### src/rtl/calendar_pkg.sv
// Shared constants and BCD helpers for the date stage of the digital clock.
package calendar_pkg;

  localparam logic [7:0] M_JAN = 8'h01, M_FEB = 8'h02, M_MAR = 8'h03, M_APR = 8'h04;
  localparam logic [7:0] M_MAY = 8'h05, M_JUN = 8'h06, M_JUL = 8'h07, M_AUG = 8'h08;
  localparam logic [7:0] M_SEP = 8'h09, M_OCT = 8'h10, M_NOV = 8'h11, M_DEC = 8'h12;

  typedef enum logic [1:0] {
    SEL_DAY   = 2'd0,
    SEL_MONTH = 2'd1,
    SEL_YEAR  = 2'd2,
    SEL_WDAY  = 2'd3
  } sel_e;

  localparam logic [7:0] D28 = 8'h28, D29 = 8'h29, D30 = 8'h30, D31 = 8'h31;

  // Divisibility by 4 read straight off the digits: only the tens parity matters.
  function automatic logic bcd_mod4(input logic [7:0] v);
    if (v[4]) return (v[3:0] == 4'd2) || (v[3:0] == 4'd6);
    else      return (v[3:0] == 4'd0) || (v[3:0] == 4'd4) || (v[3:0] == 4'd8);
  endfunction

  // Two-digit BCD increment, 99 wraps to 00.
  function automatic logic [7:0] bcd_inc2(input logic [7:0] v);
    if (v[3:0] != 4'd9)      return {v[7:4], v[3:0] + 4'd1};
    else if (v[7:4] != 4'd9) return {v[7:4] + 4'd1, 4'd0};
    else                     return 8'h00;
  endfunction

  function automatic logic [15:0] bcd_inc4(input logic [15:0] v);
    logic [7:0] hi;
    hi = (v[7:0] == 8'h99) ? bcd_inc2(v[15:8]) : v[15:8];
    return {hi, bcd_inc2(v[7:0])};
  endfunction

  // Century years (yy == 00) are leap only when the century digits divide by 4.
  function automatic logic is_leap_year(input logic [15:0] y);
    return (y[7:0] == 8'h00) ? bcd_mod4(y[15:8]) : bcd_mod4(y[7:0]);
  endfunction

endpackage

### src/rtl/month_days.sv
// Last valid BCD day of a month, given whether the year is a leap year.
module month_days
  import calendar_pkg::*;
(
  input  logic [7:0] month_bcd,
  input  logic       leap,
  output logic [7:0] last_day_bcd
);

  always_comb begin
    case (month_bcd)
      M_APR, M_JUN, M_SEP, M_NOV: last_day_bcd = D30;
      M_FEB:                      last_day_bcd = leap ? D29 : D28;
      default:                    last_day_bcd = D31;
    endcase
  end

endmodule

### src/rtl/calendar_bcd.sv
// BCD day/month/year calendar advanced by the hour counter's day rollover pulse.
// Optional weekday register and port are built when CALENDAR_WEEKDAY_EN is defined.
module calendar_bcd
  import calendar_pkg::*;
#(
  parameter logic [15:0] YEAR_INIT  = 16'h2000,
  parameter logic [7:0]  MONTH_INIT = 8'h01,
  parameter logic [7:0]  DAY_INIT   = 8'h01
`ifdef CALENDAR_WEEKDAY_EN
  , parameter logic [2:0] WEEKDAY_INIT = 3'd6
`endif
) (
  input  logic        clk,
  input  logic        rst,
  input  logic        day_tick,
  input  logic        set_mode,
  input  logic [1:0]  set_sel,
  input  logic        set_inc,
  output logic [7:0]  day_bcd,
  output logic [7:0]  month_bcd,
  output logic [15:0] year_bcd,
  output logic        leap,
`ifdef CALENDAR_WEEKDAY_EN
  output logic [2:0]  weekday,
`endif
  output logic        year_carry
);

  logic [7:0]  day_n, month_n, last_cur, last_edit, month_wrap, edit_month;
  logic [15:0] year_n, year_inc, edit_year;
  logic        carry_n, edit_leap;
`ifdef CALENDAR_WEEKDAY_EN
  logic [2:0]  wday_n, wday_adv;
  assign wday_adv = (weekday == 3'd6) ? 3'd0 : weekday + 3'd1;
`endif

  assign leap       = is_leap_year(year_bcd);
  assign month_wrap = (month_bcd == M_DEC) ? M_JAN : bcd_inc2(month_bcd);
  assign year_inc   = bcd_inc4(year_bcd);

  // The date as it would look after a set-mode month/year edit, used for clamping the day.
  assign edit_month = (set_sel == SEL_MONTH) ? month_wrap : month_bcd;
  assign edit_year  = (set_sel == SEL_YEAR)  ? year_inc   : year_bcd;
  assign edit_leap  = is_leap_year(edit_year);

  month_days u_cur_days  (.month_bcd(month_bcd),  .leap(leap),      .last_day_bcd(last_cur));
  month_days u_edit_days (.month_bcd(edit_month), .leap(edit_leap), .last_day_bcd(last_edit));

  always_comb begin
    // NOTE: every output of this block gets a default first, so no path leaves one unassigned and no latch is inferred.
    day_n   = day_bcd;
    month_n = month_bcd;
    year_n  = year_bcd;
    carry_n = 1'b0;
`ifdef CALENDAR_WEEKDAY_EN
    wday_n  = weekday;
`endif
    if (set_mode) begin
      if (set_inc) begin
        case (set_sel)
          SEL_DAY: day_n = (day_bcd == last_cur) ? 8'h01 : bcd_inc2(day_bcd);
          SEL_MONTH, SEL_YEAR: begin
            month_n = edit_month;
            year_n  = edit_year;
            day_n   = (day_bcd > last_edit) ? last_edit : day_bcd;
          end
          default: begin
`ifdef CALENDAR_WEEKDAY_EN
            wday_n = wday_adv;
`endif
          end
        endcase
      end
    end else if (day_tick) begin
`ifdef CALENDAR_WEEKDAY_EN
      wday_n = wday_adv;
`endif
      if (day_bcd != last_cur) begin
        day_n = bcd_inc2(day_bcd);
      end else begin
        day_n   = 8'h01;
        month_n = month_wrap;
        if (month_bcd == M_DEC) begin
          year_n  = year_inc;
          carry_n = (year_bcd == 16'h9999);
        end
      end
    end
  end

  always_ff @(posedge clk or posedge rst) begin
    if (rst) begin
      day_bcd    <= DAY_INIT;
      month_bcd  <= MONTH_INIT;
      year_bcd   <= YEAR_INIT;
      year_carry <= 1'b0;
`ifdef CALENDAR_WEEKDAY_EN
      weekday    <= WEEKDAY_INIT;
`endif
    end else begin
      // NOTE: non-blocking updates so every field samples the pre-edge date.
      day_bcd    <= day_n;
      month_bcd  <= month_n;
      year_bcd   <= year_n;
      year_carry <= carry_n;
`ifdef CALENDAR_WEEKDAY_EN
      weekday    <= wday_n;
`endif
    end
  end

endmodule
### config.mk
export PLATFORM = sky130hd
export DESIGN_NAME = calendar_bcd
export DESIGN_NICKNAME = d
export VERILOG_FILES = /design/src/rtl/calendar_pkg.sv /design/src/rtl/month_days.sv /design/src/rtl/calendar_bcd.sv
export SDC_FILE = /design/constraint.sdc
export NUM_CORES = 1
export LEC_CHECK = 0
export ABC_CLOCK_PERIOD_IN_PS = 4700
export BUFFER_PORTS_ARGS = -buffer_cell sky130_fd_sc_hd__buf_2
export CORE_UTILIZATION = 40
export CTS_CLUSTER_DIAMETER = 60
export DETAILED_ROUTE_END_ITERATION = 6
export GPL_TIMING_DRIVEN = 0
export PLACE_DENSITY = 0.69
export SYNTH_ARGS = -nofsm -noshare
export SYNTH_HDL_FRONTEND = slang
export SYNTH_SLANG_ARGS = --single-unit
### constraint.sdc
create_clock -name clk -period 4.7 [get_ports clk]
set_clock_uncertainty 0.05 [all_clocks]
set_input_delay 0.47 -clock clk [delete_from_list [all_inputs] [get_ports clk]]
set_output_delay 0.47 -clock clk [all_outputs]
set_load 0.02 [all_outputs]
Word-level counts from Yosys, hierarchy flattened
Index checks and enable logic that the tools add are counted.
Cells by class
  shifts and indexed selects: 0
  reductions and logical operators: 28
  mux-type cells: 44
  order comparisons: 1
  bitwise operators: 0
  eq/ne operators: 47
  $mul: 0
  add/sub/neg operators: 8
  divide/modulo/power cells: 0
Operators with widths (number)
  $mux W8: 22
  $mux W16: 7
  $pmux W8 S2: 3
  $add A4 B1 Y4 const B: 8
  $eq A4 B3 Y1 const B: 8
  $eq A8 B3 Y1 const B: 4
  $ne A4 B4 Y1 const B: 8
  $eq A8 B5 Y1 const B: 3
  $eq A16 B16 Y1 const B: 1
  $eq A4 B2 Y1 const B: 4
  $eq A4 B4 Y1 const B: 4
  $eq A8 B2 Y1 const B: 2
  $eq A8 B4 Y1 const B: 2
  $logic_not A4 Y1: 4
  $logic_not A8 Y1: 2
  $logic_or A1 B1 Y1: 12
  $mux W1: 12
  $eq A8 B8 Y1: 1
  $eq A8 B8 Y1 const B: 1
  $gt A8 B8 Y1: 1
  $ne A8 B8 Y1: 1
  $reduce_and A4 Y1: 2
  $reduce_or A4 Y1: 2
  $ne A2 B1 Y1 const B: 3
  other kinds (10): 11
Storage, ports and cells
  register bits after elaboration: 33
  logic and storage cells: 133
  memories kept: 0
  bits of input ports: 7
  RAM bits: 0
  bits in latches: 0
  output and inout bits: 34
  bits in read-only memories: 0

Logic depth before layout (Yosys ltp)
Gate-level depths: netlist (run 1).
  depth after elaboration: 17
  gate-level depth with buffers: 18
  mapped depth without buffers: 16

By module
A second synthesis (run 1) with hierarchy kept.
Second synthesis, totals
  cell total of the unflattened synthesis: 364
  area total of the unflattened synthesis: 3070.4 µm²
By module, submodules not included
  calendar_bcd: sequential area each 829.5 µm², cells each 332, times used 1, area each 2840.2 µm²
  month_days: sequential area each 0.0 µm², cells each 16, times used 2, area each 115.1 µm²

Worst setup path after synthesis (run 1)
Ideal clock, no wire load.
  kind: input-to-reg
  start point: input port set_sel[0]
  end point: register day_bcd[2]
  arrival: 3.627 ns
  stages on the path: 18
  buffers on the path: 2
  library setup time: 0.124 ns
  required time: 4.526 ns
  path slack: 0.899 ns
  cell sequence: inv_1 -> ha_1 -> clkbuf_1 -> or4b_1 -> o311ai_0 -> o21a_1 -> o211a_1 -> a211oi_1 -> nor2_1 -> ha_1 -> or3b_1 -> a21o_1 -> a21o_1 -> a2111oi_1 -> or2_2 -> buf_4 -> nor3_1 -> a211o_1
Between the ends
  longest elaborated chain between the ends: 12
  elaborated cells between the ends (all ways): 41
  those cells by class: order compare (1); eq/ne (17); mux (10); reduce/logical (13)
Ends and longest elaborated chain
  from (decl): line calendar_bcd.sv:17  | input logic [1:0] set_sel,
  $eq A2 B2 Y1: line calendar_bcd.sv:43, calendar_bcd.sv:60
  $mux W16: line calendar_bcd.sv:43  | assign edit_year = (set_sel == SEL_YEAR) ? year_inc : year_bcd;
  $eq A4 B3 Y1 / $logic_not A4 Y1 (equally long branches): line calendar_pkg.sv:20  | else return (v[3:0] == 4'd0) || (v[3:0] == 4'd4) || (v[3:0] == 4'd8);
  $logic_or A1 B1 Y1 (2 in series): line calendar_pkg.sv:20
  $mux W1: line calendar_pkg.sv:19  | if (v[4]) return (v[3:0] == 4'd2) || (v[3:0] == 4'd6);
  $mux W1: line calendar_pkg.sv:38  | return (y[7:0] == 8'h00) ? bcd_mod4(y[15:8]) : bcd_mod4(y[7:0]);
  $mux W1: line month_days.sv:13  | M_FEB: last_day_bcd = leap ? D29 : D28;
  $pmux W8 S2: line month_days.sv:11  | case (month_bcd)
  $gt A8 B8 Y1: line calendar_bcd.sv:65  | day_n = (day_bcd > last_edit) ? last_edit : day_bcd;
  $ne A3 B3 Y1 (no line)
  $reduce_and A4 Y1 (no line)
  to (signal assigned): line calendar_bcd.sv:102  | day_bcd <= day_n;
  to (decl): line calendar_bcd.sv:19  | output logic [7:0] day_bcd,
Several ways; a longest one is shown, not always the timed one. The select of a mux whose other input is x is not followed.
A chain may end at the register's enable or synchronous reset.

Worst setup path in the final report (run 1)
  start point: register year_bcd[1]
  end point: register day_bcd[2]
Between the ends
  longest elaborated chain between the ends: 13
  elaborated cells between the ends (all ways): 52
  those cells by class: add/sub (1); order compare (1); eq/ne (17); mux (18); reduce/logical (15)
Ends and longest elaborated chain
  from (decl): line calendar_bcd.sv:21  | output logic [15:0] year_bcd,
  from (signal assigned): line calendar_bcd.sv:104  | year_bcd <= year_n;
  $add A4 B1 Y4, or another cell as far along: line calendar_pkg.sv:25  | if (v[3:0] != 4'd9) return {v[7:4], v[3:0] + 4'd1};
  $mux W8 (on tied branches): line calendar_pkg.sv:25, calendar_pkg.sv:32
  $mux W16: line calendar_bcd.sv:43
  $eq A4 B3 Y1 / $logic_not A4 Y1 (equally long branches): line calendar_pkg.sv:20
  $logic_or A1 B1 Y1 (2 in series): line calendar_pkg.sv:20
  $mux W1: line calendar_pkg.sv:19
  $mux W1: line calendar_pkg.sv:38
  $mux W1: line month_days.sv:13
  $pmux W8 S2: line month_days.sv:11
  $gt A8 B8 Y1: line calendar_bcd.sv:65
  $ne A3 B3 Y1 (no line)
  $reduce_and A4 Y1 (no line)
Several ways; a longest one is shown, not always the timed one. The select of a mux whose other input is x is not followed.

==> impl_results.rst, run 1 <==
.. list-table::
   :header-rows: 1

   * - Metric
     - Value
   * - Run status
     - completed
   * - Setup repair after global routing missed its margin
     - no
   * - CTS tree
     - yes
   * - Reg power frac
     - 0.327
   * - Largest net degree at the start of global routing
     - 34
   * - Number of buffers added to fix hold violations after cts
     - 0
   * - GR Util All Layers
     - 0.191
   * - Worst R2R Path Depth
     - 16
   * - Layout net count
     - 386
   * - Comb power frac
     - 0.527
   * - FF-to-FF End
     - day_bcd[2]
   * - Post-cts resize count
     - 0
   * - Total Die Area
     - 7220 um^2
   * - Most repeated cell in the gate-level netlist after synthesis
     - sky130_fd_sc_hd__nand2_1
   * - Switching share of total power
     - 0.462
   * - CP top delay family
     - simple AND/OR/NAND/NOR gates
   * - Number of flip-flops and latches in the synthesized netlist
     - 33
   * - Leakage
     - 1.39 nW
   * - Clk sinks
     - 33
   * - Filler instances
     - 639
   * - Net count after synthesis
     - 339
   * - Element type at the critical path end
     - flip-flop
   * - CP max stage delay
     - 0.45 ns
   * - Number of post-CTS setup repair buffers
     - 0
   * - Number of max-slew violations in the final report
     - 0
   * - Clock network fraction of total power
     - 0.146
   * - Post-Synthesis Mean Instance Area
     - 8.55 um^2
   * - Register area share after synthesis
     - 0.301
   * - Number of distinct library cell variants in the gate-level netlist after synthesis
     - 69
   * - # H-tree levels
     - 2
   * - Most used flip-flop cell after synthesis
     - sky130_fd_sc_hd__dfrtp_1
   * - Total of endpoints with negative setup slack in the final report
     - 0
   * - Number of top-level pins
     - 41
   * - Register-to-register setup slack
     - 0.60 ns
   * - Layout-stage area growth over the synthesis result
     - 13.7%
   * - Net switching power
     - 0.000667 W
   * - Root Buffer Master
     - sky130_fd_sc_hd__clkbuf_8
   * - Drt pass-1 iters
     - 7
   * - Max FO, Critical Path
     - 10
   * - Overall die width
     - 85.0 um
   * - Synth area leader
     - sky130_fd_sc_hd__dfrtp_1
   * - Remaining routing DRC violations
     - 0
   * - Number of design-rule violations left by the first detailed-router iteration
     - 99
   * - Fin worst setup slack
     - 0.604 ns
   * - Clock transition at the register clock pins on the worst setup and hold paths after CTS
     - 0.07 ns
   * - Launching element type of the critical path
     - flip-flop
   * - Clock latency on the worst-skew pair
     - 0.29 ns
   * - Headroom to the max-slew limit
     - 0.512
   * - Clock Path Buffers
     - 2
   * - Number of enable-type register cells in the synthesized netlist
     - 0
   * - Global-route wire length before repair
     - 11,200 um
   * - Classification of the worst-slack hold path
     - in2async
   * - Actual transition at the worst max-transition pin
     - 0.731 ns
   * - Worst vdd rail ir drop
     - 0.219 mV
   * - GP Congestion
     - 0.885
   * - Time the final worst path needs with I/O delays and setup
     - 4.10 ns
   * - Cell-by-cell trace of the critical path
     - clkbuf_1, nor3b_1, nand4_1, nor3_1, o211a_1, a211oi_1, nor2_1, ha_1, or3b_1, a21o_1, a21o_1, a2111oi_1, or2_2, buf_4, nor3_1, a211o_1
   * - Period utilization
     - 0.872
   * - Gate count after technology mapping
     - 322
   * - Endpoint required time on the critical path
     - 4.83 ns
   * - Vertical die dimension
     - 85.0 um
   * - Total power consumption of the routed design
     - 0.00145 W
   * - Max Cap Violations
     - 0
   * - Cell type of the slowest stage on the worst timing path
     - sky130_fd_sc_hd__nor3b_1
   * - Arrival time at the worst endpoint
     - 4.22 ns
   * - Combined area of all synthesized cells
     - 2750 um^2
   * - Pre-CTS WS
     - 0.432 ns
   * - Wire length per cell
     - 14.7 um
   * - Worst R2R Start
     - year_bcd[1]
   * - Cell-internal power
     - 0.000778 W
   * - Total overflow reported by the global router
     - 0
   * - Count of vias placed by the detailed router
     - 2,592
   * - Top cell types by occurrence after synthesis
     - sky130_fd_sc_hd__nand2_1 (33), sky130_fd_sc_hd__dfrtp_1 (30), sky130_fd_sc_hd__nand3_1 (20), sky130_fd_sc_hd__inv_1 (15), sky130_fd_sc_hd__nor2_1 (15)
   * - Count of synthesis-stage warnings from yosys
     - 0
   * - Highest attainable clock frequency
     - 0.244 GHz
   * - Portion of synthesized cell area occupied by the leading cell type
     - 0.273
   * - Post-layout utilization of the core
     - 0.482
   * - Placement Rows
     - 29
   * - N_diodes
     - 0
   * - Effective utilization at floorplan
     - 0.424
   * - Num CTS Buffers
     - 5
   * - Number of global-route vias before repair
     - 2,338
   * - Final hold violation count
     - 0
   * - Fraction of registers with async set or reset after synthesis
     - 1.00
   * - Drt via density
     - 5.80
   * - Worst Setup Path Type
     - reg2reg
   * - Ratio of cells with drive above 1 in the final layout
     - 0.216
   * - Largest cells by area after synthesis
     - sky130_fd_sc_hd__dfrtp_1 (27%), sky130_fd_sc_hd__ha_1 (4.5%), sky130_fd_sc_hd__nand2_1 (4.5%)
   * - Core outline area
     - 6490 um^2
   * - Total Routed Length
     - 6590 um
   * - Quantity of I/O buffers inserted on ports
     - 40
   * - Detailed Place HPWL
     - 4830 um
   * - Fin Setup TNS
     - 0 ns
   * - Crit path buf inv count
     - 2
   * - Post-route antenna net violation count
     - 0
   * - PwrDens
     - 462 nW/um^2
   * - Antenna violations before repair
     - 0
[worst reg2reg max path: stages (launching register included)]
cell and delay [ns]:
sky130_fd_sc_hd__dfrtp_1 0.43, sky130_fd_sc_hd__clkbuf_1 0.23, sky130_fd_sc_hd__nor3b_1 0.45, sky130_fd_sc_hd__nand4_1 0.24
sky130_fd_sc_hd__nor3_1 0.23, sky130_fd_sc_hd__o211a_1 0.18, sky130_fd_sc_hd__a211oi_1 0.05, sky130_fd_sc_hd__nor2_1 0.10
sky130_fd_sc_hd__ha_1 0.14, sky130_fd_sc_hd__or3b_1 0.34, sky130_fd_sc_hd__a21o_1 0.19, sky130_fd_sc_hd__a21o_1 0.17
sky130_fd_sc_hd__a2111oi_1 0.39, sky130_fd_sc_hd__or2_2 0.26, sky130_fd_sc_hd__buf_4 0.20, sky130_fd_sc_hd__nor3_1 0.07
sky130_fd_sc_hd__a211o_1 0.26
[placed cells by master (no fill, tap or decap), types with 5 or more instances in the layout]
| master | synthesis | layout |
|---|---|---|
| sky130_fd_sc_hd__or3_1 | 5 | 5 |
| sky130_fd_sc_hd__a21oi_1 | 9 | 9 |
| sky130_fd_sc_hd__nor2b_1 | 9 | 9 |
| sky130_fd_sc_hd__and3_1 | 7 | 7 |
| sky130_fd_sc_hd__o22ai_1 | 5 | 5 |
| sky130_fd_sc_hd__nand2_1 | 33 | 33 |
| sky130_fd_sc_hd__buf_2 | 8 | 48 |
| sky130_fd_sc_hd__nand2b_1 | 10 | 10 |
| sky130_fd_sc_hd__ha_1 | 10 | 10 |
| sky130_fd_sc_hd__o21ai_0 | 11 | 11 |
| sky130_fd_sc_hd__dfrtp_1 | 30 | 30 |
| sky130_fd_sc_hd__xnor2_1 | 14 | 14 |
| sky130_fd_sc_hd__a31oi_1 | 6 | 6 |
| sky130_fd_sc_hd__clkbuf_1 | 6 | 9 |
| sky130_fd_sc_hd__o21a_1 | 5 | 5 |
| sky130_fd_sc_hd__o211ai_1 | 5 | 5 |
| sky130_fd_sc_hd__nand3_1 | 20 | 20 |
| sky130_fd_sc_hd__clkbuf_8 | 0 | 5 |
| sky130_fd_sc_hd__nor2_1 | 15 | 15 |
| sky130_fd_sc_hd__inv_1 | 15 | 14 |
[power groups by stage]
stage / Clock (W) / Sequential, W / Combinational, W
after global placement: 0 / 0.000474 / 0.000745
after CTS: 0.000220 / 0.000472 / 0.000761
final: 0.000211 / 0.000472 / 0.000762
after detailed placement: 0 / 0.000478 / 0.000756
after global routing: 0.000232 / 0.000490 / 0.000835
after floorplan: 0 / 0.000543 / 0.000487
[flip-flops by register name, summed over array words and instances (netlist names)]
name	count
year_bcd	16
month_bcd	8
day_bcd	8
year_carry	1
[through the flow]
step / instances / cell area, um^2 / hold slack [ns]
final: 447 / 3130 / 0.248
after global routing: 447 / 3130 / 0.316
after CTS: 447 / 3130 / 0.470
after detailed placement: 439 / 3050 / 0.460
after global placement: 439 / 3050 / 0.456
after floorplan: 322 / 2750 / 0.484
[routing by layer]
| metal | GRT usage | routed length, um |
|---|---|---|
| met1 | 0.256 | 2970 |
| met2 | 0.319 | 3180 |
| met3 | 0.0370 | 380 |
| met4 | 0.0416 | 61 |
| met5 | 0 | 0 |
[final cells by class]
class	count	area [um^2]	share of cell area
Multi-Input combinational cell	254	1750	0.558
Tap cell	77	96.3	0.0308
Sequential cell	33	830	0.265
Timing Repair Buffer	40	200	0.0639
Buffer	20	123	0.0392
Inverter	15	56.3	0.0180
Clock buffer	8	80.1	0.0256
[how the worst max path moves through the flow]
stage | from | endpoint | slack (ns) | cells after the start
after global routing | year_bcd[1] | day_bcd[2] | 0.18 | 16
final | year_bcd[1] | day_bcd[2] | 0.60 | 16
after floorplan | set_sel[0] | day_bcd[2] | 0.90 | 18
after CTS | year_bcd[1] | day_bcd[2] | 0.64 | 16
after global placement | set_sel[0] | day_bcd[2] | 0.47 | 19
after detailed placement | set_sel[0] | day_bcd[2] | 0.43 | 19
[cell families after synthesis]
kind of cell / share of synthesized area
simple gates: 0.309
compound gates: 0.213
buf+inv: 0.0650
flops: 0.301
xor+xnor: 0.0509
fa+ha+maj: 0.0454
mux: 0.0159
(Power assumes the default switching activity.)
==> run 2, diff against run 1 <==
--- a/config.mk
+++ b/config.mk
@@ -10,7 +10,6 @@
 export CORE_UTILIZATION = 40
 export CTS_CLUSTER_DIAMETER = 60
 export DETAILED_ROUTE_END_ITERATION = 6
-export GPL_TIMING_DRIVEN = 0
 export PLACE_DENSITY = 0.69
 export SYNTH_ARGS = -nofsm -noshare
 export SYNTH_HDL_FRONTEND = slang
==> impl_results.rst, run 2 (synthesis results as in run 1) <==
.. list-table::
   :header-rows: 1

   * - Metric
     - Value
   * - Worst Setup Path Type
     - reg2reg
   * - Cell-by-cell trace of the critical path
     - and4bb_1, and3_1, a31oi_1, or3_1, a211oi_1, nor2_1, ha_1, or3b_1, a21o_1, a21o_1, a2111oi_1, or2_2, or4b_1, o211ai_1
   * - Element type at the critical path end
     - flip-flop
   * - Classification of the worst-slack hold path
     - in2async
   * - Wire length per cell
     - 14.8 um (+0.25%)
   * - Drt via density
     - 5.84 (+0.77%)
   * - Clock network fraction of total power
     - 0.154 (+0.008)
   * - Post-cts resize count
     - 0 (unchanged)
   * - Number of global-route vias before repair
     - 2,237 (-4.3%)
   * - Max Cap Violations
     - 0 (unchanged)
   * - Root Buffer Master
     - sky130_fd_sc_hd__clkbuf_8
   * - Number of buffers added to fix hold violations after cts
     - 0 (unchanged)
   * - Time the final worst path needs with I/O delays and setup
     - 4.01 ns (-0.0909 ns)
   * - Post-route antenna net violation count
     - 0 (unchanged)
   * - Clock Path Buffers
     - 2 (unchanged)
   * - Remaining routing DRC violations
     - 0 (unchanged)
   * - Total power consumption of the routed design
     - 0.00141 W (-2.3%)
   * - Endpoint required time on the critical path
     - 4.86 ns (+0.03 ns)
   * - CTS tree
     - yes
   * - Max reg flops
     - 16 (unchanged)
   * - Quantity of I/O buffers inserted on ports
     - 40 (unchanged)
   * - Count of vias placed by the detailed router
     - 2,495 (-3.7%)
   * - Reg power frac
     - 0.394 (+0.067)
   * - N_diodes
     - 0 (unchanged)
   * - Launching element type of the critical path
     - flip-flop
   * - Vertical die dimension
     - 85.0 um (unchanged)
   * - Clock transition at the register clock pins on the worst setup and hold paths after CTS
     - 0.06 ns (about the same)
   * - Number of post-CTS setup repair buffers
     - 0 (unchanged)
   * - Cell-internal power
     - 0.000760 W (-2.3%)
   * - PwrDens
     - 467 nW/um^2 (+1.2%)
   * - Placement Rows
     - 29 (unchanged)
   * - Total overflow reported by the global router
     - 0 (unchanged)
   * - Comb power frac
     - 0.452 (-0.075)
   * - Leakage
     - 1.32 nW (-5.1%)
   * - Leading cell type in the layout, fill and taps excluded
     - sky130_fd_sc_hd__buf_2
   * - Filler instances
     - 674 (+5.5%)
   * - Overall die width
     - 85.0 um (unchanged)
   * - Registers with the most flip-flops
     - year_bcd (16), day_bcd (8), month_bcd (8)
   * - Fin Setup TNS
     - 0 ns (unchanged)
   * - Effective utilization at floorplan
     - 0.424 (unchanged)
   * - Biggest register
     - year_bcd
   * - Cell type of the slowest stage on the worst timing path
     - sky130_fd_sc_hd__dfstp_2
   * - Antenna violations before repair
     - 0 (unchanged)
   * - Core outline area
     - 6490 um^2 (unchanged)
   * - Final hold violation count
     - 0 (unchanged)
   * - Worst vdd rail ir drop
     - 0.279 mV (+27%)
   * - Clk sinks
     - 33 (unchanged)
   * - Actual transition at the worst max-transition pin
     - 0.954 ns (+0.223 ns)
   * - # H-tree levels
     - 2 (unchanged)
   * - Number of max-slew violations in the final report
     - 0 (unchanged)
   * - Setup repair after global routing missed its margin
     - no
   * - Run status
     - completed
   * - Global-route wire length before repair
     - 10,600 um (-5.1%)
   * - Cell mode on critical path
     - sky130_fd_sc_hd__a21o_1
   * - Total non-filler cell area in the finished layout
     - 3020 um^2 (-3.5%)
   * - Crit path buf inv count
     - 0 (-2)
   * - Cell area after placement
     - 2940 um^2 (-3.8%)
   * - Net switching power
     - 0.000651 W (-2.3%)
   * - Layout-stage area growth over the synthesis result
     - 9.72%
   * - Layout net count
     - 367 (-4.9%)
   * - Max FO, Critical Path
     - 15 (+5)
   * - Drt pass-1 iters
     - 6 (-1)
   * - Highest attainable clock frequency
     - 0.250 GHz (+2.3%)
   * - GR Util All Layers
     - 0.180 (-0.0104)
   * - Number of top-level pins
     - 41 (unchanged)
   * - Headroom to the max-slew limit
     - 0.359 (-0.153)
   * - Num CTS Buffers
     - 5 (unchanged)
   * - Total Routed Length
     - 6310 um (-4.2%)
   * - GP Congestion
     - 0.862 (-2.7%)
   * - CP top delay family
     - simple AND/OR/NAND/NOR gates
   * - Switching share of total power
     - 0.461 (about the same)
   * - Ratio of cells with drive above 1 in the final layout
     - 0.191 (-0.0248)
   * - Detailed Place HPWL
     - 4680 um (-3.2%)
   * - Largest net degree at the start of global routing
     - 34 (unchanged)
   * - Top library cells by usage in the layout, fill and taps aside
     - sky130_fd_sc_hd__buf_2 (40), sky130_fd_sc_hd__nand2_1 (33), sky130_fd_sc_hd__dfrtp_1 (30), sky130_fd_sc_hd__nand3_1 (20)
   * - Arrival time at the worst endpoint
     - 4.16 ns (-0.06 ns)
   * - Total Die Area
     - 7220 um^2 (unchanged)
   * - Clock latency on the worst-skew pair
     - 0.29 ns (about the same)
   * - Number of design-rule violations left by the first detailed-router iteration
     - 127 (+28%)
   * - Period utilization
     - 0.852 (-0.0193)
   * - Post-layout utilization of the core
     - 0.465 (-0.0168)
   * - CP max stage delay
     - 0.70 ns (+0.25 ns)
   * - Total of endpoints with negative setup slack in the final report
     - 0 (unchanged)
run 2: cell count changes in the layout (fill, tap and decap cells not counted), sizes merged:
cell    before  now
clkbuf      14    7
buf         54   41
run 2: worst paths after layout:
path                       slack, ns         start  cells past startpoint      endpoint
min reg2reg                     0.47  year_bcd[13]                      2  year_bcd[13]
min in group clk                0.47  year_bcd[13]                      2  year_bcd[13]
max reg2reg                     0.69  month_bcd[0]                     14    day_bcd[7]
max                             0.69  month_bcd[0]                     14    day_bcd[7]
min                             0.22           rst                      3  month_bcd[6]
max in group asynchronous       4.04           rst                      3    day_bcd[0]
run 2: worst register-to-register path, stage by stage (launching register included):
cell,delay (ns)
sky130_fd_sc_hd__dfstp_2,0.70
sky130_fd_sc_hd__and4bb_1,0.36
sky130_fd_sc_hd__and3_1,0.19
sky130_fd_sc_hd__a31oi_1,0.11
sky130_fd_sc_hd__or3_1,0.44
sky130_fd_sc_hd__a211oi_1,0.25
sky130_fd_sc_hd__nor2_1,0.07
sky130_fd_sc_hd__ha_1,0.18
sky130_fd_sc_hd__or3b_1,0.18
sky130_fd_sc_hd__a21o_1,0.13
sky130_fd_sc_hd__a21o_1,0.12
sky130_fd_sc_hd__a2111oi_1,0.08
sky130_fd_sc_hd__or2_2,0.42
sky130_fd_sc_hd__or4b_1,0.55
sky130_fd_sc_hd__o211ai_1,0.10
run 2: through the flow:
stage	hold WS [ns]	setup slack, ns	cells
finish	0.221	0.694	427
global route	0.260	0.319	427
CTS	0.239	0.710	427
detailed placement	0.461	0.549	420
global placement	0.451	0.712	420
floorplan	0.484	0.899	322
run 2: power by group through the flow:
stage | combinational, W | sequential, W | clock [W]
6_report | 0.000639 | 0.000556 | 0.000217
5_1_grt | 0.000703 | 0.000583 | 0.000236
4_1_cts | 0.000639 | 0.000555 | 0.000225
3_5_place_dp | 0.000635 | 0.000560 | 0
3_3_place_gp | 0.000621 | 0.000559 | 0
2_1_floorplan | 0.000487 | 0.000543 | 0
run 2: layer usage:
| layer | vias to the layer above | track usage | wire, um |
|---|---|---|---|
| met4 | 0 | 0.0354 | 30 |
| met1 | 1195 | 0.247 | 2920 |
| li1 | 1241 | - | - |
| met2 | 54 | 0.299 | 3080 |
| met5 | - | 0 | 0 |
| met3 | 5 | 0.0331 | 284 |
run 2: final cells by class:
type / count / area [um^2] / area share
clock buffers: 7 / 86.3 / 0.0286
well taps: 77 / 96.3 / 0.0319
repair buffers: 41 / 208 / 0.0687
inverters: 15 / 56.3 / 0.0186
multi-input cells: 254 / 1750 / 0.578
flip-flops and latches: 33 / 830 / 0.275
==> run 3, diff against run 2 <==
--- a/config.mk
+++ b/config.mk
@@ -7,10 +7,11 @@
 export LEC_CHECK = 0
 export ABC_CLOCK_PERIOD_IN_PS = 4700
 export BUFFER_PORTS_ARGS = -buffer_cell sky130_fd_sc_hd__buf_2
-export CORE_UTILIZATION = 40
+export CORE_UTILIZATION = 50
 export CTS_CLUSTER_DIAMETER = 60
 export DETAILED_ROUTE_END_ITERATION = 6
-export PLACE_DENSITY = 0.69
+export GPL_TIMING_DRIVEN = 0
+export PLACE_DENSITY = 0.81
 export SYNTH_ARGS = -nofsm -noshare
 export SYNTH_HDL_FRONTEND = slang
 export SYNTH_SLANG_ARGS = --single-unit
==> impl_results.rst, run 3 (synthesis results as in run 1) <==
.. list-table::
   :header-rows: 1

   * - Metric
     - Value
   * - Run status
     - completed
   * - Filler instances
     - 488 (-28%)
   * - Layout-stage area growth over the synthesis result
     - 13.7%
   * - Top library cells by usage in the layout, fill and taps aside
     - sky130_fd_sc_hd__buf_2 (48), sky130_fd_sc_hd__nand2_1 (33), sky130_fd_sc_hd__dfrtp_1 (30), sky130_fd_sc_hd__nand3_1 (20), sky130_fd_sc_hd__nor2_1 (15)
   * - Final hold violation count
     - 0 (unchanged)
   * - Worst vdd rail ir drop
     - 0.239 mV (-14%)
   * - Time the final worst path needs with I/O delays and setup
     - 4.05 ns (+0.0472 ns)
   * - GR Util All Layers
     - 0.232 (+0.0517)
   * - Cell type of the slowest stage on the worst timing path
     - sky130_fd_sc_hd__nor3b_1
   * - Net switching power
     - 0.000665 W (+2.1%)
   * - Element type at the critical path end
     - flip-flop
   * - Total of endpoints with negative setup slack in the final report
     - 0 (unchanged)
   * - CP max stage delay
     - 0.45 ns (-0.25 ns)
   * - Number of top-level pins
     - 41 (unchanged)
   * - Placement Rows
     - 26 (-10%)
   * - Count of vias placed by the detailed router
     - 2,586 (+3.6%)
   * - Clock network fraction of total power
     - 0.155 (about the same)
   * - Cell-by-cell trace of the critical path
     - clkbuf_1, nor3b_1, nand4_1, nor3_1, o211a_1, a211oi_1, nor2_1, ha_1, or3b_1, a21o_1, a21o_1, a2111oi_1, or2_2, buf_4, nor3_1, a211o_1
   * - Number of post-CTS setup repair buffers
     - 0 (unchanged)
   * - Drt via density
     - 5.88 (+0.58%)
   * - Headroom to the max-slew limit
     - 0.527 (+0.167)
   * - Detailed Place HPWL
     - 4610 um (-1.5%)
   * - Effective utilization at floorplan
     - 0.529 (+0.105)
   * - Max reg flops
     - 16 (unchanged)
   * - Layout net count
     - 386 (+5.2%)
   * - CTS tree
     - yes
   * - Total Routed Length
     - 6320 um (+0.14%)
   * - Drt pass-1 iters
     - 4 (-2)
   * - Classification of the worst-slack hold path
     - in2async
   * - Number of global-route vias before repair
     - 2,464 (+10%)
   * - Vertical die dimension
     - 76.2 um (-10%)
   * - Fin Setup TNS
     - 0 ns (unchanged)
   * - Cell-internal power
     - 0.000791 W (+4.0%)
   * - Max Cap Violations
     - 0 (unchanged)
   * - Endpoint required time on the critical path
     - 4.83 ns (-0.03 ns)
   * - Quantity of I/O buffers inserted on ports
     - 40 (unchanged)
   * - Leakage
     - 1.40 nW (+5.8%)
   * - Highest attainable clock frequency
     - 0.247 GHz (-1.2%)
   * - Total number of cells along the worst setup path
     - 16 (+2)
   * - Comb power frac
     - 0.519 (+0.067)
   * - Period utilization
     - 0.862 (+0.0100)
   * - Total Die Area
     - 5810 um^2 (-20%)
   * - Switching share of total power
     - 0.457 (-0.00460)
   * - Remaining routing DRC violations
     - 0 (unchanged)
   * - Clock Path Buffers
     - 2 (unchanged)
   * - Number of design-rule violations left by the first detailed-router iteration
     - 202 (+59%)
   * - Max FO, Critical Path
     - 10 (-5)
   * - Clk sinks
     - 33 (unchanged)
   * - Global-route wire length before repair
     - 11,000 um (+4.2%)
   * - PwrDens
     - 465 nW/um^2 (-0.51%)
   * - Ratio of cells with drive above 1 in the final layout
     - 0.219 (+0.0275)
   * - Root Buffer Master
     - sky130_fd_sc_hd__clkbuf_8
   * - Number of max-slew violations in the final report
     - 0 (unchanged)
   * - Post-route antenna net violation count
     - 0 (unchanged)
   * - Post-layout utilization of the core
     - 0.602 (+0.136)
   * - Overall die width
     - 76.2 um (-10%)
   * - Clock latency on the worst-skew pair
     - 0.29 ns (about the same)
   * - Biggest register
     - year_bcd
   * - Worst R2R Path Depth
     - 16 (+2)
   * - Post-cts resize count
     - 0 (unchanged)
   * - Largest net degree at the start of global routing
     - 34 (unchanged)
   * - Reg power frac
     - 0.325 (-0.069)
   * - Launching element type of the critical path
     - flip-flop
   * - Registers with the most flip-flops
     - year_bcd (16), day_bcd (8), month_bcd (8)
   * - Arrival time at the worst endpoint
     - 4.18 ns (+0.02 ns)
   * - Actual transition at the worst max-transition pin
     - 0.709 ns (-0.245 ns)
   * - Fin worst setup slack
     - 0.647 ns (-0.0472 ns)
   * - Total overflow reported by the global router
     - 0 (unchanged)
   * - CP top delay family
     - simple AND/OR/NAND/NOR gates
   * - Wire length per cell
     - 14.4 um (-2.8%)
   * - Num CTS Buffers
     - 5 (unchanged)
   * - Pre-CTS WS
     - 0.454 ns (-0.0946 ns)
   * - N_diodes
     - 0 (unchanged)
   * - Antenna violations before repair
     - 0 (unchanged)
   * - Leading cell type in the layout, fill and taps excluded
     - sky130_fd_sc_hd__buf_2
   * - Clock transition at the register clock pins on the worst setup and hold paths after CTS
     - 0.07 ns (about the same)
   * - # H-tree levels
     - 2 (unchanged)
   * - Crit path buf inv count
     - 2 (+2)
   * - Worst Setup Path Type
     - reg2reg
   * - Number of buffers added to fix hold violations after cts
     - 0 (unchanged)
   * - Setup repair after global routing missed its margin
     - no
   * - Core outline area
     - 5200 um^2 (-20%)
   * - GP Congestion
     - 0.885 (+2.7%)
run 3: cell types whose count changed in the layout (fill, tap and decap cells not counted), sizes merged:
cell	change
clkbuf	+7
buf	+13
run 3: area by class of cell:
cell class	count	area, um^2	share of cell area
clock buffers	8	90.1	0.0288
inverters	15	56.3	0.0180
repair buffers	40	200	0.0639
multi-input cells	254	1750	0.557
plain buffers	20	123	0.0392
flip-flops and latches	33	830	0.265
well taps	70	87.6	0.0280
run 3: path summary, 6_finish.rpt:
check,start,end,slack (ns)
setup / recovery,year_bcd[1],day_bcd[2],0.65
hold / removal,rst,month_bcd[2],0.24
setup reg to reg,year_bcd[1],day_bcd[2],0.65
hold reg to reg,year_bcd[13],year_bcd[13],0.47
max in group asynchronous,rst,year_bcd[0],3.89
min in group clk,year_bcd[13],year_bcd[13],0.47
run 3: per-stage QoR:
| step | std cells | cell area, um^2 | total power [W] | hold slack, ns |
|---|---|---|---|---|
| 2_1_floorplan | 322 | 2750 | 0.00103 | 0.484 |
| 3_3_place_gp | 432 | 3040 | 0.00121 | 0.453 |
| 3_5_place_dp | 432 | 3040 | 0.00122 | 0.463 |
| 4_1_cts | 440 | 3130 | 0.00146 | 0.473 |
| 5_1_grt | 440 | 3130 | 0.00157 | 0.326 |
| 6_report | 440 | 3130 | 0.00146 | 0.243 |
run 3: power by group through the flow:
| stage | Combinational, W | Clock [W] | Sequential [W] |
|---|---|---|---|
| CTS | 0.000755 | 0.000235 | 0.000472 |
| floorplan | 0.000487 | 0 | 0.000543 |
| global route | 0.000833 | 0.000247 | 0.000489 |
| finish | 0.000756 | 0.000226 | 0.000474 |
| detailed placement | 0.000748 | 0 | 0.000476 |
| global placement | 0.000737 | 0 | 0.000472 |
run 3: routing by layer:
| metal | vias to the layer above | wire length (um) | GRT usage | part of all wire |
|---|---|---|---|---|
| li1 | 1275 | - | - | - |
| met1 | 1247 | 2750 | 0.287 | 0.43 |
| met2 | 61 | 3220 | 0.405 | 0.51 |
| met3 | 3 | 308 | 0.0443 | 0.049 |
| met4 | 0 | 43 | 0.0750 | 0.0068 |
| met5 | - | 0 | 0 | 0 |
